File: src/rtl/alu_cmd_sequencer.sv
// Initiator for the combinational 8-bit ALU: buffers commands, drives the ALU for a
// settle window, samples result and flags, and returns them with the command tag.
module alu_cmd_sequencer #(
    parameter int SETTLE = 2,
    parameter int DEPTH  = 2,
    parameter int TAG_W  = 4
) (
    input  logic             clk,
    input  logic             rst_n,
    input  logic             cmd_valid,
    output logic             cmd_ready,
    input  logic [7:0]       cmd_a,
    input  logic [7:0]       cmd_b,
    input  logic [1:0]       cmd_op,
    input  logic [TAG_W-1:0] cmd_tag,
    output logic [7:0]       alu_a,
    output logic [7:0]       alu_b,
    output logic [1:0]       alu_op,
    output logic             alu_oe,
    input  logic [7:0]       alu_y,
    input  logic             alu_parity,
    input  logic             alu_overflow,
    input  logic             alu_greater,
    input  logic             alu_is_eq,
    input  logic             alu_less,
    output logic             rsp_valid,
    input  logic             rsp_ready,
    output logic [7:0]       rsp_y,
    output logic [4:0]       rsp_flags,
    output logic [TAG_W-1:0] rsp_tag,
    output logic             busy,
    output logic [15:0]      op_count
);

    localparam int PTR_W = $clog2(DEPTH);
    localparam int OCC_W = $clog2(DEPTH + 1);

    typedef struct packed {
        logic [7:0]       a;
        logic [7:0]       b;
        logic [1:0]       op;
        logic [TAG_W-1:0] tag;
    } cmd_t;

    typedef enum logic [1:0] {
        S_IDLE,
        S_DRIVE,
        S_RESP
    } state_t;

    cmd_t             r_mem [DEPTH];
    logic [PTR_W-1:0] r_wr_ptr;
    logic [PTR_W-1:0] r_rd_ptr;
    logic [OCC_W-1:0] r_occ;

    state_t           r_state;
    logic [3:0]       r_cnt;
    logic [TAG_W-1:0] r_cur_tag;
    logic [7:0]       r_alu_a;
    logic [7:0]       r_alu_b;
    logic [1:0]       r_alu_op;
    logic             r_alu_oe;
    logic             r_rsp_valid;
    logic [7:0]       r_rsp_y;
    logic [4:0]       r_rsp_flags;
    logic [TAG_W-1:0] r_rsp_tag;
    logic [15:0]      r_op_count;

    logic w_full;
    logic w_empty;
    logic w_push;
    logic w_pop;
    cmd_t w_head;

    assign w_full  = (r_occ == OCC_W'(DEPTH));
    assign w_empty = (r_occ == '0);
    assign w_push  = cmd_valid & ~w_full;
    assign w_head  = r_mem[r_rd_ptr];
    // A pop happens only when the FSM is ready to start a new command this edge.
    assign w_pop   = ~w_empty & ((r_state == S_IDLE) | ((r_state == S_RESP) & rsp_ready));

    // NOTE: buffer storage has no reset; the pointers and occupancy define which entries are valid.
    always_ff @(posedge clk) begin
        if (w_push) begin
            r_mem[r_wr_ptr] <= '{a: cmd_a, b: cmd_b, op: cmd_op, tag: cmd_tag};
        end
    end

    always_ff @(posedge clk or negedge rst_n) begin
        if (!rst_n) begin
            r_wr_ptr <= '0;
            r_rd_ptr <= '0;
            r_occ    <= '0;
        end else begin
            if (w_push) begin
                r_wr_ptr <= (r_wr_ptr == PTR_W'(DEPTH - 1)) ? '0 : r_wr_ptr + 1'b1;
            end
            if (w_pop) begin
                r_rd_ptr <= (r_rd_ptr == PTR_W'(DEPTH - 1)) ? '0 : r_rd_ptr + 1'b1;
            end
            if (w_push && !w_pop) begin
                r_occ <= r_occ + 1'b1;
            end else if (w_pop && !w_push) begin
                r_occ <= r_occ - 1'b1;
            end
        end
    end

    always_ff @(posedge clk or negedge rst_n) begin
        if (!rst_n) begin
            r_state     <= S_IDLE;
            r_cnt       <= '0;
            r_cur_tag   <= '0;
            r_alu_a     <= '0;
            r_alu_b     <= '0;
            r_alu_op    <= '0;
            r_alu_oe    <= 1'b0;
            r_rsp_valid <= 1'b0;
            r_rsp_y     <= '0;
            r_rsp_flags <= '0;
            r_rsp_tag   <= '0;
            r_op_count  <= '0;
        end else begin
            case (r_state)
                S_IDLE: begin
                    if (w_pop) begin
                        r_alu_a   <= w_head.a;
                        r_alu_b   <= w_head.b;
                        r_alu_op  <= w_head.op;
                        r_cur_tag <= w_head.tag;
                        r_alu_oe  <= 1'b1;
                        r_cnt     <= 4'(SETTLE - 1);
                        r_state   <= S_DRIVE;
                    end
                end
                S_DRIVE: begin
                    if (r_cnt != '0) begin
                        r_cnt <= r_cnt - 1'b1;
                    end else begin
                        r_rsp_y     <= alu_y;
                        r_rsp_flags <= {alu_overflow, alu_parity, alu_greater, alu_is_eq, alu_less};
                        r_rsp_tag   <= r_cur_tag;
                        r_rsp_valid <= 1'b1;
                        r_alu_oe    <= 1'b0;
                        r_state     <= S_RESP;
                    end
                end
                S_RESP: begin
                    if (rsp_ready) begin
                        r_op_count  <= r_op_count + 16'd1;
                        r_rsp_valid <= 1'b0;
                        if (w_pop) begin
                            r_alu_a   <= w_head.a;
                            r_alu_b   <= w_head.b;
                            r_alu_op  <= w_head.op;
                            r_cur_tag <= w_head.tag;
                            r_alu_oe  <= 1'b1;
                            r_cnt     <= 4'(SETTLE - 1);
                            r_state   <= S_DRIVE;
                        end else begin
                            r_state <= S_IDLE;
                        end
                    end
                end
                default: r_state <= S_IDLE;
            endcase
        end
    end

    assign cmd_ready = ~w_full;
    assign alu_a     = r_alu_a;
    assign alu_b     = r_alu_b;
    assign alu_op    = r_alu_op;
    assign alu_oe    = r_alu_oe;
    assign rsp_valid = r_rsp_valid;
    assign rsp_y     = r_rsp_y;
    assign rsp_flags = r_rsp_flags;
    assign rsp_tag   = r_rsp_tag;
    assign busy      = (r_state != S_IDLE) | ~w_empty;
    assign op_count  = r_op_count;

endmodule

File: config.mk
export PLATFORM = sky130hd
export DESIGN_NAME = alu_cmd_sequencer
export DESIGN_NICKNAME = d
export VERILOG_FILES = /design/src/rtl/alu_cmd_sequencer.sv
export SDC_FILE = /design/constraint.sdc
export NUM_CORES = 1
export LEC_CHECK = 0
export ABC_CLOCK_PERIOD_IN_PS = 2050
export BUFFER_PORTS_ARGS = -buffer_cell sky130_fd_sc_hd__buf_2
export CORE_AREA = 2 2 94 114
export DETAILED_ROUTE_END_ITERATION = 8
export DIE_AREA = 0 0 96 116
export GPL_ROUTABILITY_DRIVEN = 0
export PLACE_DENSITY_LB_ADDON = 0.05
export SYNTH_ARGS = -nofsm -noshare
export SYNTH_HDL_FRONTEND = slang
export SYNTH_SLANG_ARGS = --single-unit
File: constraint.sdc
create_clock -name clk -period 2.05 [get_ports clk]
set_clock_uncertainty 0.1 [all_clocks]
set_input_delay 0.205 -clock clk [delete_from_list [all_inputs] [get_ports clk]]
set_output_delay 0.205 -clock clk [all_outputs]
set_load 0.05 [all_outputs]
### After elaboration in Yosys (flattened, before gate mapping)

Memory sizes are Yosys's and may differ from the RTL's.
Index checks and enable logic that the tools add are counted.

* register bits: 67
* RAM bits: 44
* input port bits: 39
* output and inout port bits: 55
* word-level logic and storage cells: 90
* memories kept: 1

* $add $sub $neg: 6
* eq/ne operators: 7
* multiplexer cells: 34
* bitwise logic cells: 8
* reduce and logical (&&, ||, !) cells: 19

Memory list
* r_mem: depth 2, bits a word 22, read ports 1, clocked after memory_dff 0, wr ports 1, RTL line 51 `cmd_t r_mem [DEPTH];`

Operators by type and width (count)
* 8-bit two-way mux: 4
* 8-bit case mux with 2 select lines: 2
* 4-bit two-way mux: 5
* 16-bit by 1-bit adder with 16-bit output (second input constant): 1
* 2-bit two-way mux: 7
* 4-bit case mux with 3 select lines: 1
* 3-bit AND reduction: 4
* 1-bit two-way mux: 10
* 2-bit inequality test (second input constant): 4
* 4-bit case mux with 2 select lines: 1
* 2-bit nonzero test: 4
* 2-bit case mux with 3 select lines: 1
* 2-bit AND reduction: 3
* 2-bit == test (second input constant): 2
* 2-bit zero test: 2
* 2-bit case mux with 2 select lines: 1
* 4-bit nonzero test: 1
* 4-bit by 1-bit subtractor with 4-bit output (second input constant): 1
* 1-bit AND: 3
* 1-bit inverter: 3
* 1-bit case mux with 3 select lines: 1
* 3-bit nonzero test: 1
* 1-bit adder (second input constant): 2
* 2-bit by 1-bit adder with 2-bit output (second input constant): 1
* 6 further kinds: 9

### Logic depth before layout (Yosys ltp)

Gate-level depths: netlist of run 1.

* depth in word-level cells: 7
* mapped depth: 8
* gate-level depth less buffers: 7

### Least setup slack after synthesis of run 1

OpenSTA, ideal clock, no wires.

* path kind: reg2reg
* from: register r_occ[0]
* to: memory r_mem[0][0] (netlist bit), enable pin
* setup time: 0.401 ns
* arrival: 2.039 ns
* required time: 1.549 ns
* path slack: -0.489 ns
* cell stages (with the launch flop): 4
* buffers on the path: 0
* period minus slack after synthesis: 2.539 ns
* cell sequence: dfrtp_1 -> nand2b_1 -> nand2_1 -> nor2_1

* word-level cells in the longest chain between the ends: 5

Ends and longest elaborated chain
* start: declaration: RTL line 54 `logic [OCC_W-1:0] r_occ;`
* start signal: assignment: RTL line 102 `r_occ <= r_occ + 1'b1;`
* start signal: assignment: RTL line 104 `r_occ <= r_occ - 1'b1;`
* 2-bit == test: RTL line 75 `assign w_full = (r_occ == OCC_W'(DEPTH));`
* 1-bit inverter
* via cmd_ready: RTL line 11 `output logic cmd_ready,`
* 1-bit AND: RTL line 77 `assign w_push = cmd_valid & ~w_full;`
* 1-bit two-way mux: RTL line 84 `if (w_push) begin`
* 1-bit two-way mux (implied by the code): RTL line 85 `r_mem[r_wr_ptr] <= '{a: cmd_a, b: cmd_b, op: cmd_op, tag: cmd_tag};`
* end: declaration: RTL line 51

The timed path passes the listed nets, and every way through them passes these cells.

### Worst setup path in the final report of run 1

* from: register r_occ[0]
* to: output port busy

* word-level cells in the longest chain between the ends: 3

Ends and longest elaborated chain
* 2-bit zero test: RTL line 76 `assign w_empty = (r_occ == '0);`
* 1-bit inverter: RTL line 179 `assign busy = (r_state != S_IDLE) | ~w_empty;`
* 1-bit OR: RTL line 179
* end: declaration: RTL line 31 `output logic busy,`

Every way passes these cells.

==> results.toml, run 1 <==
[grt]
grtUsageMet1 = 0.1821
grt_pass1_vias = 2555
grt_max_degree = 68
grt.busiest_layer = "met2"
antenna_found_initial = 0
grt_pass1_wl_mm = 12.08
grt.total_usage = 0.1444
met3_usage = 0.03771
overflow = 0
globalRouteMet2Util = 0.2384

[clock_tree]
post_cts_buffers = 0
h-tree-depth = 3
clk_pin_slew_ns = 0.07
cts_made_buffers = 9
clock_latency_ns = 0.34
cts-root-buf = "clkbuf_16"
ctsHoldBuffers = 36
ctsResizeCount = 0
clockBufferDepth = 2
cts_tree = "done"
cts.sinks = 111

[timing]
tns_ns = 0
rsz0062_at_grt = "false"
drv_slew = 0
fin_crit_sh = 0.8990
fin_crit_ns = 1.843
hold_viol_final = 0
max_freq_ghz = 0.5426
max_slew_margin = 0.4346
setup_viol = 0
tightest_slew_ns = 0.8481
hold_slack_ns = 0.03681

[yosys]
synth-async-reset-ratio = 0.6036
synth_ff_type = "dfrtp_1"
synth_cell_types = 33
syn_nets = 346
yosys_register_bits = 111
ys.warnings.count = 0
synth_edf_count = 44
synth.area.top_cells = "dfrtp_1 38%, edfxtp_1 30%, mux2_4 5.8%, mux2i_1 5.0%, xnor2_1 3.0%"
synth-seq-area-share = 0.6852
yosysTopAreaCell = "dfrtp_1"
synth_area_per_cell_um2 = 14.44
synth_top_area_share = 0.3832
synthesis.area_um2 = 4375
postSynthCellCount = 303

[power_and_ir_drop]
ir_drop_v = 0.0006846
leakage_nw = 2.580
power_density_nw_per_um2 = 1632

[place]
dp_hpwl_mm = 4.787
dpl.cell_count = 518
place_area_um2 = 5004
portBuffers = 93

[drt]
avgViaCountPerCell = 4.605
drt_iter0_markers = 79
dr.pass1.iters = 4
antenna_left = 0
wl_per_cell_um = 13.51
via_count = 2625
drt_wl_total_mm = 7.702
drc = 0

[cells_and_area]
layout.nets = 482
area_growth_pct = 30.54
stdcell_count = 570
diodes = 0
design_area_um2 = 5712
drive_gt1_frac = 0.3221
fin_util = 0.5735

[job]
cap_violations = 0

[worst_setup_path]
setup.worst_path.class = "reg -> out"
critPathLaunchType = "flip-flop"
critPathMaxFanout = 5
cp.arrival_ns = 1.54
required_ns = 1.75
crit_path_end_kind = "output pin"

[hold_path]
hp-class = "in -> reg"

[die]
io_pins = 94
std_cell_rows = 40
die_w_um = 96
die_area_um2 = 11140
die-height_um = 116
start_util = 0.4393
core_area_um2 = 9960

[outcome]
status = "finished, final reports clean"
==> critical path, stage by stage (launching register included) <==
cell	delay, ns
dfrtp_1	0.43
nor3_1	0.45
nand2b_1	0.09
buf_2	0.23
==> cell type report <==
class	instances	area [um^2]
Multi-Input combinational cell	170	1286
Clock buffer	11	242.7
Clock inverter	5	105.1
Tap cell	126	157.7
Sequential cell	111	2998
Timing Repair Buffer	136	880.8
Fill cell	828	4248
Inverter	11	41.29
==> through the flow <==
| step | worst slack [ns] | total power [mW] |
|---|---|---|
| finish | 0.2070 | 9.320 |
| global placement | 0.3270 | 7.311 |
| detailed placement | 0.2445 | 7.385 |
| CTS | 0.2015 | 9.435 |
| global route | 0.1142 | 9.850 |
| floorplan | 0.07632 | 6.497 |
==> cells in the mapped netlist (5+ instances only) <==
master / instances
edfxtp_1: 44
nand3_1: 5
buf_2: 6
dfrtp_1: 67
mux2i_1: 22
nand2_1: 17
a21oi_1: 24
mux2_4: 17
inv_1: 10
xnor2_1: 15
nor2_1: 30
xor2_1: 6
==> metal layers <==
metal,part of all wire,up-vias,routed length (um)
met2,0.49,58,3793
li1,-,1325,-
met3,0.043,8,328
met4,0.010,0,77
met5,0,-,0
met1,0.45,1234,3502
==> worst paths after layout <==
kind                                           from                        to  slack (ns)  cells past startpoint
setup / recovery               r_occ[0]$_DFFE_PN0P_                      busy        0.21                      3
hold reg to reg            op_count[15]$_DFFE_PN0P_  op_count[15]$_DFFE_PN0P_        0.36                      1
setup reg to reg               r_cnt[0]$_DFFE_PN0P_      rsp_y[2]$_DFFE_PN0P_        0.24                      6
hold / removal                            rsp_ready    r_state[1]$_DFFE_PN0P_        0.04                      2
min in group asynchronous                     rst_n  op_count[10]$_DFFE_PN0P_        0.40                      2
max in group asynchronous                     rst_n      rsp_y[0]$_DFFE_PN0P_        0.88                      2
==> cells in the final DEF, fill, tap and decap left out, drive strengths merged, types with 15 or more instances in the layout <==
cell type,count
buf,100
dfrtp,67
edfxtp,44
dlygate4sd3,36
nor2,30
a21oi,24
mux2i,22
nand2,17
mux2,17
xnor2,15
==> registers in the layout, indices dropped and copies added (netlist names) <==
signal / flops
r_mem: 44
op_count: 16
alu_a: 8
alu_b: 8
rsp_y: 8
rsp_flags: 5
r_cnt: 4
r_cur_tag: 4
rsp_tag: 4
alu_op: 2
r_occ: 2
r_state: 2
alu_oe: 1
r_rd_ptr: 1
r_wr_ptr: 1
rsp_valid: 1
==> power by group <==
| part | leakage (nW) | switching (mW) | internal (mW) |
|---|---|---|---|
| registers | 1.19 | 0.393 | 3.09 |
| logic | 1.23 | 2.58 | 1.28 |
| clock network | 0.162 | 0.748 | 1.23 |
| total | 2.58 | 3.73 | 5.60 |
==> kinds of logic after synthesis <==
group / Yosys count / synth area share
AND/OR/NAND/NOR: 76 / 0.08950
XOR/XNOR: 21 / 0.04204
multiplexers: 39 / 0.1087
buffers and inverters: 22 / 0.02402
flip-flops: 111 / 0.6852
AO/OA/AOI/OAI: 30 / 0.03918
adder cells (fa/ha/maj): 4 / 0.01144
Note: power is estimated with default switching activity, not from simulation.
==> run 2: changes to the inputs <==
Settings changed: ABC_AREA set to 1.
==> run 2 against run 1 <==
  * Global-route usage is 2.1 points higher
  * Power decreased by 4.7%
  * First-iteration DRC count rose by 20%
  * Combinational power is 2% lower
  * Non-clock buffer count unchanged
  * Wire length increased by 9.7%
  * Fmax grew 7.2%
  * Critical path type is now reg -> reg
==> results.toml, run 2 <==
[worst_setup_path]
cp_slowest_stage_delay_ns = 0.39
crit_chain = "inv_2 -> nand2_1 -> nor2_1 -> inv_1 -> nand3_2 -> buf_4 -> inv_2 -> nand2_1 -> o21ai_0"
crit_buf_inv = 4
required_ns = 2.16
r2r-end = "r_cur_tag[1]$_DFFE_PN0P_"
reg2reg_depth = 9
rr_startpoint = "r_state[0]$_DFFE_PN0P_"
crit_path_end_kind = "flip-flop"
cp.depth = 9
critPathLaunchType = "flip-flop"
critPathMaxFanout = 26
setup.worst_path.class = "reg -> reg"
ff2ff_setup_slack_ns = 0.33
crit_family = "buffers and inverters"
crit_slowest_cell = "dfrtp_1"
cp.arrival_ns = 1.83

[timing]
hold_slack_ns = 0.09481
drv_slew = 0
tightest_slew_ns = 0.4402
hold_viol_final = 0
rsz0062_at_grt = "false"
max_slew_margin = 0.7065
setup_viol = 0
fin_crit_sh = 0.8388
max_freq_ghz = 0.5816
fin_crit_ns = 1.719

[yosys]
synthesis.area_um2 = 4436
synth_edf_count = 44
syn_nets = 438
synth_area_per_cell_um2 = 11.23
yosys_register_bits = 111
synth-seq-area-share = 0.6759
ys.warnings.count = 0
synthTopCellsByCount = "150 x nand2_1, 67 x dfrtp_1, 44 x edfxtp_1"
synth-async-reset-ratio = 0.6036
yosysTopAreaCell = "dfrtp_1"
synth_cell_types = 21
postSynthCellCount = 395
synth_top_area_share = 0.3780
synth.area.top_cells = "dfrtp_1 38%, edfxtp_1 30%, nand2_1 13%, mux2_2 5.6%, nor2_1 2.2%"
synth_ff_type = "dfrtp_1"
yosysMostFrequentCell = "nand2_1"

[grt]
grt_pass1_wl_mm = 13.99
antenna_found_initial = 0
grt_pass1_vias = 3040
grt.total_usage = 0.1655
overflow = 0
grt_max_degree = 34

[clock_tree]
clockBufferDepth = 2
cts.sinks = 111
post_cts_buffers = 0
cts-root-buf = "clkbuf_16"
clock_latency_ns = 0.34
clk_pin_slew_ns = 0.07
ctsResizeCount = 0
ctsHoldBuffers = 36
cts_made_buffers = 9
cts_tree = "done"
h-tree-depth = 3

[drt]
dr_wl_met3_um = 321
wl_per_cell_um = 12.72
drt_iter0_markers = 95
drt_wl_total_mm = 8.446
via_count = 3032
antenna_left = 0
routedLengthMet1_mm = 3.759
wl_met2_mm = 4.244
top_layer = "met4"
avgViaCountPerCell = 4.566
dr.pass1.iters = 4
drc = 0

[hold_path]
whs_path_depth = 4
hp-start = "rsp_ready"
hp-class = "in -> reg"
hold_path_end = "r_state[1]$_DFFE_PN0P_"

[power_and_ir_drop]
clock_power_share = 0.191
p_comb_frac = 0.424
leakage_nw = 2.747
internal_power_mw = 5.087
power.switching_mw = 3.798
sequentialPowerShare = 0.385
swShare = 0.4275
ir_drop_v = 0.0007910
power_density_nw_per_um2 = 1551

[cells_and_area]
drive_gt1_frac = 0.2714
final_common_cell = "nand2_1"
fin_util = 0.5753
area_growth_pct = 29.17
diodes = 0
layout.nets = 576
nFillCells = 861
top_register = "r_mem"
mostFrequentLayoutCells = "150 x nand2_1, 92 x buf_2, 67 x dfrtp_1"
largest_reg_flops = 44

[die]
io_pins = 94
start_util = 0.4454
die-height_um = 116
die_w_um = 96
core_area_um2 = 9960
std_cell_rows = 40
die_area_um2 = 11140

[place]
portBuffers = 93
dp_hpwl_mm = 5.515

[job]
cap_violations = 0

[outcome]
status = "finished, final reports clean"
==> run 2: worst reg2reg max path, cell delays in order, from the launching register on <==
cell     delay (ns)
dfrtp_1        0.39
inv_2          0.11
nand2_1        0.06
nor2_1         0.09
inv_1          0.07
nand3_2        0.07
buf_4          0.27
inv_2          0.25
nand2_1        0.11
o21ai_0        0.09
==> run 2: kinds of logic (layout without fill, tap and decap cells) <==
kind of cell	Yosys count	count (layout)	share of synthesized area
simple gates	189	189	0.1701
flops	111	111	0.6759
buf+inv	36	179	0.03470
mux	22	22	0.05585
xor+xnor	17	17	0.03357
compound gates	16	16	0.01862
fa+ha+maj	4	4	0.01128
==> run 2: worst max-delay path by stage <==
stage / startpoint / to / slack, ns
floorplan: r_occ[0]$_DFFE_PN0P_ / r_mem[1][0]$_DFFE_PP_ / -0.05
global route: r_state[0]$_DFFE_PN0P_ / r_cur_tag[0]$_DFFE_PN0P_ / 0.18
finish: r_state[0]$_DFFE_PN0P_ / r_cur_tag[1]$_DFFE_PN0P_ / 0.33
CTS: r_state[0]$_DFFE_PN0P_ / r_cur_tag[1]$_DFFE_PN0P_ / 0.29
global placement: r_state[0]$_DFFE_PN0P_ / r_cur_tag[1]$_DFFE_PN0P_ / 0.38
detailed placement: r_state[0]$_DFFE_PN0P_ / r_cur_tag[1]$_DFFE_PN0P_ / 0.31
==> run 2: metal layers <==
layer	global-route usage	vias to the layer above
li1	-	1545
met1	0.2036	1412
met2	0.2829	66
met3	0.03446	9
met4	0.06571	0
met5	0	-
==> run 2: area by class of cell <==
class	instances	area, um^2	share of cell area
Tap cell	126	157.7	0.02752
Clock inverter	6	61.31	0.01070
Clock buffer	10	229.0	0.03997
Inverter	27	101.3	0.01769
Timing Repair Buffer	136	893.4	0.1559
Sequential cell	111	2998	0.5233
Multi-Input combinational cell	248	1289	0.2249
==> run 2: power by group through the flow <==
stage / logic [mW] / registers, mW / clock network [mW]
after floorplan: 1.60 / 4.73 / 0
after global placement: 3.73 / 3.45 / 0
after detailed placement: 3.79 / 3.46 / 0
after CTS: 3.84 / 3.43 / 1.75
after global routing: 4.15 / 3.50 / 1.85
final: 3.77 / 3.42 / 1.69
==> run 2: metrics by stage <==
stage,power (mW),setup slack (ns),area (um^2),TNS [ns],std cells
2_1_floorplan,6.327,-0.05413,4441,-1.963,395
3_3_place_gp,7.181,0.3763,5079,0,612
3_5_place_dp,7.251,0.3086,5079,0,612
4_1_cts,9.026,0.2879,5729,0,664
5_1_grt,9.505,0.1763,5729,0,664
6_report,8.885,0.3305,5729,0,664
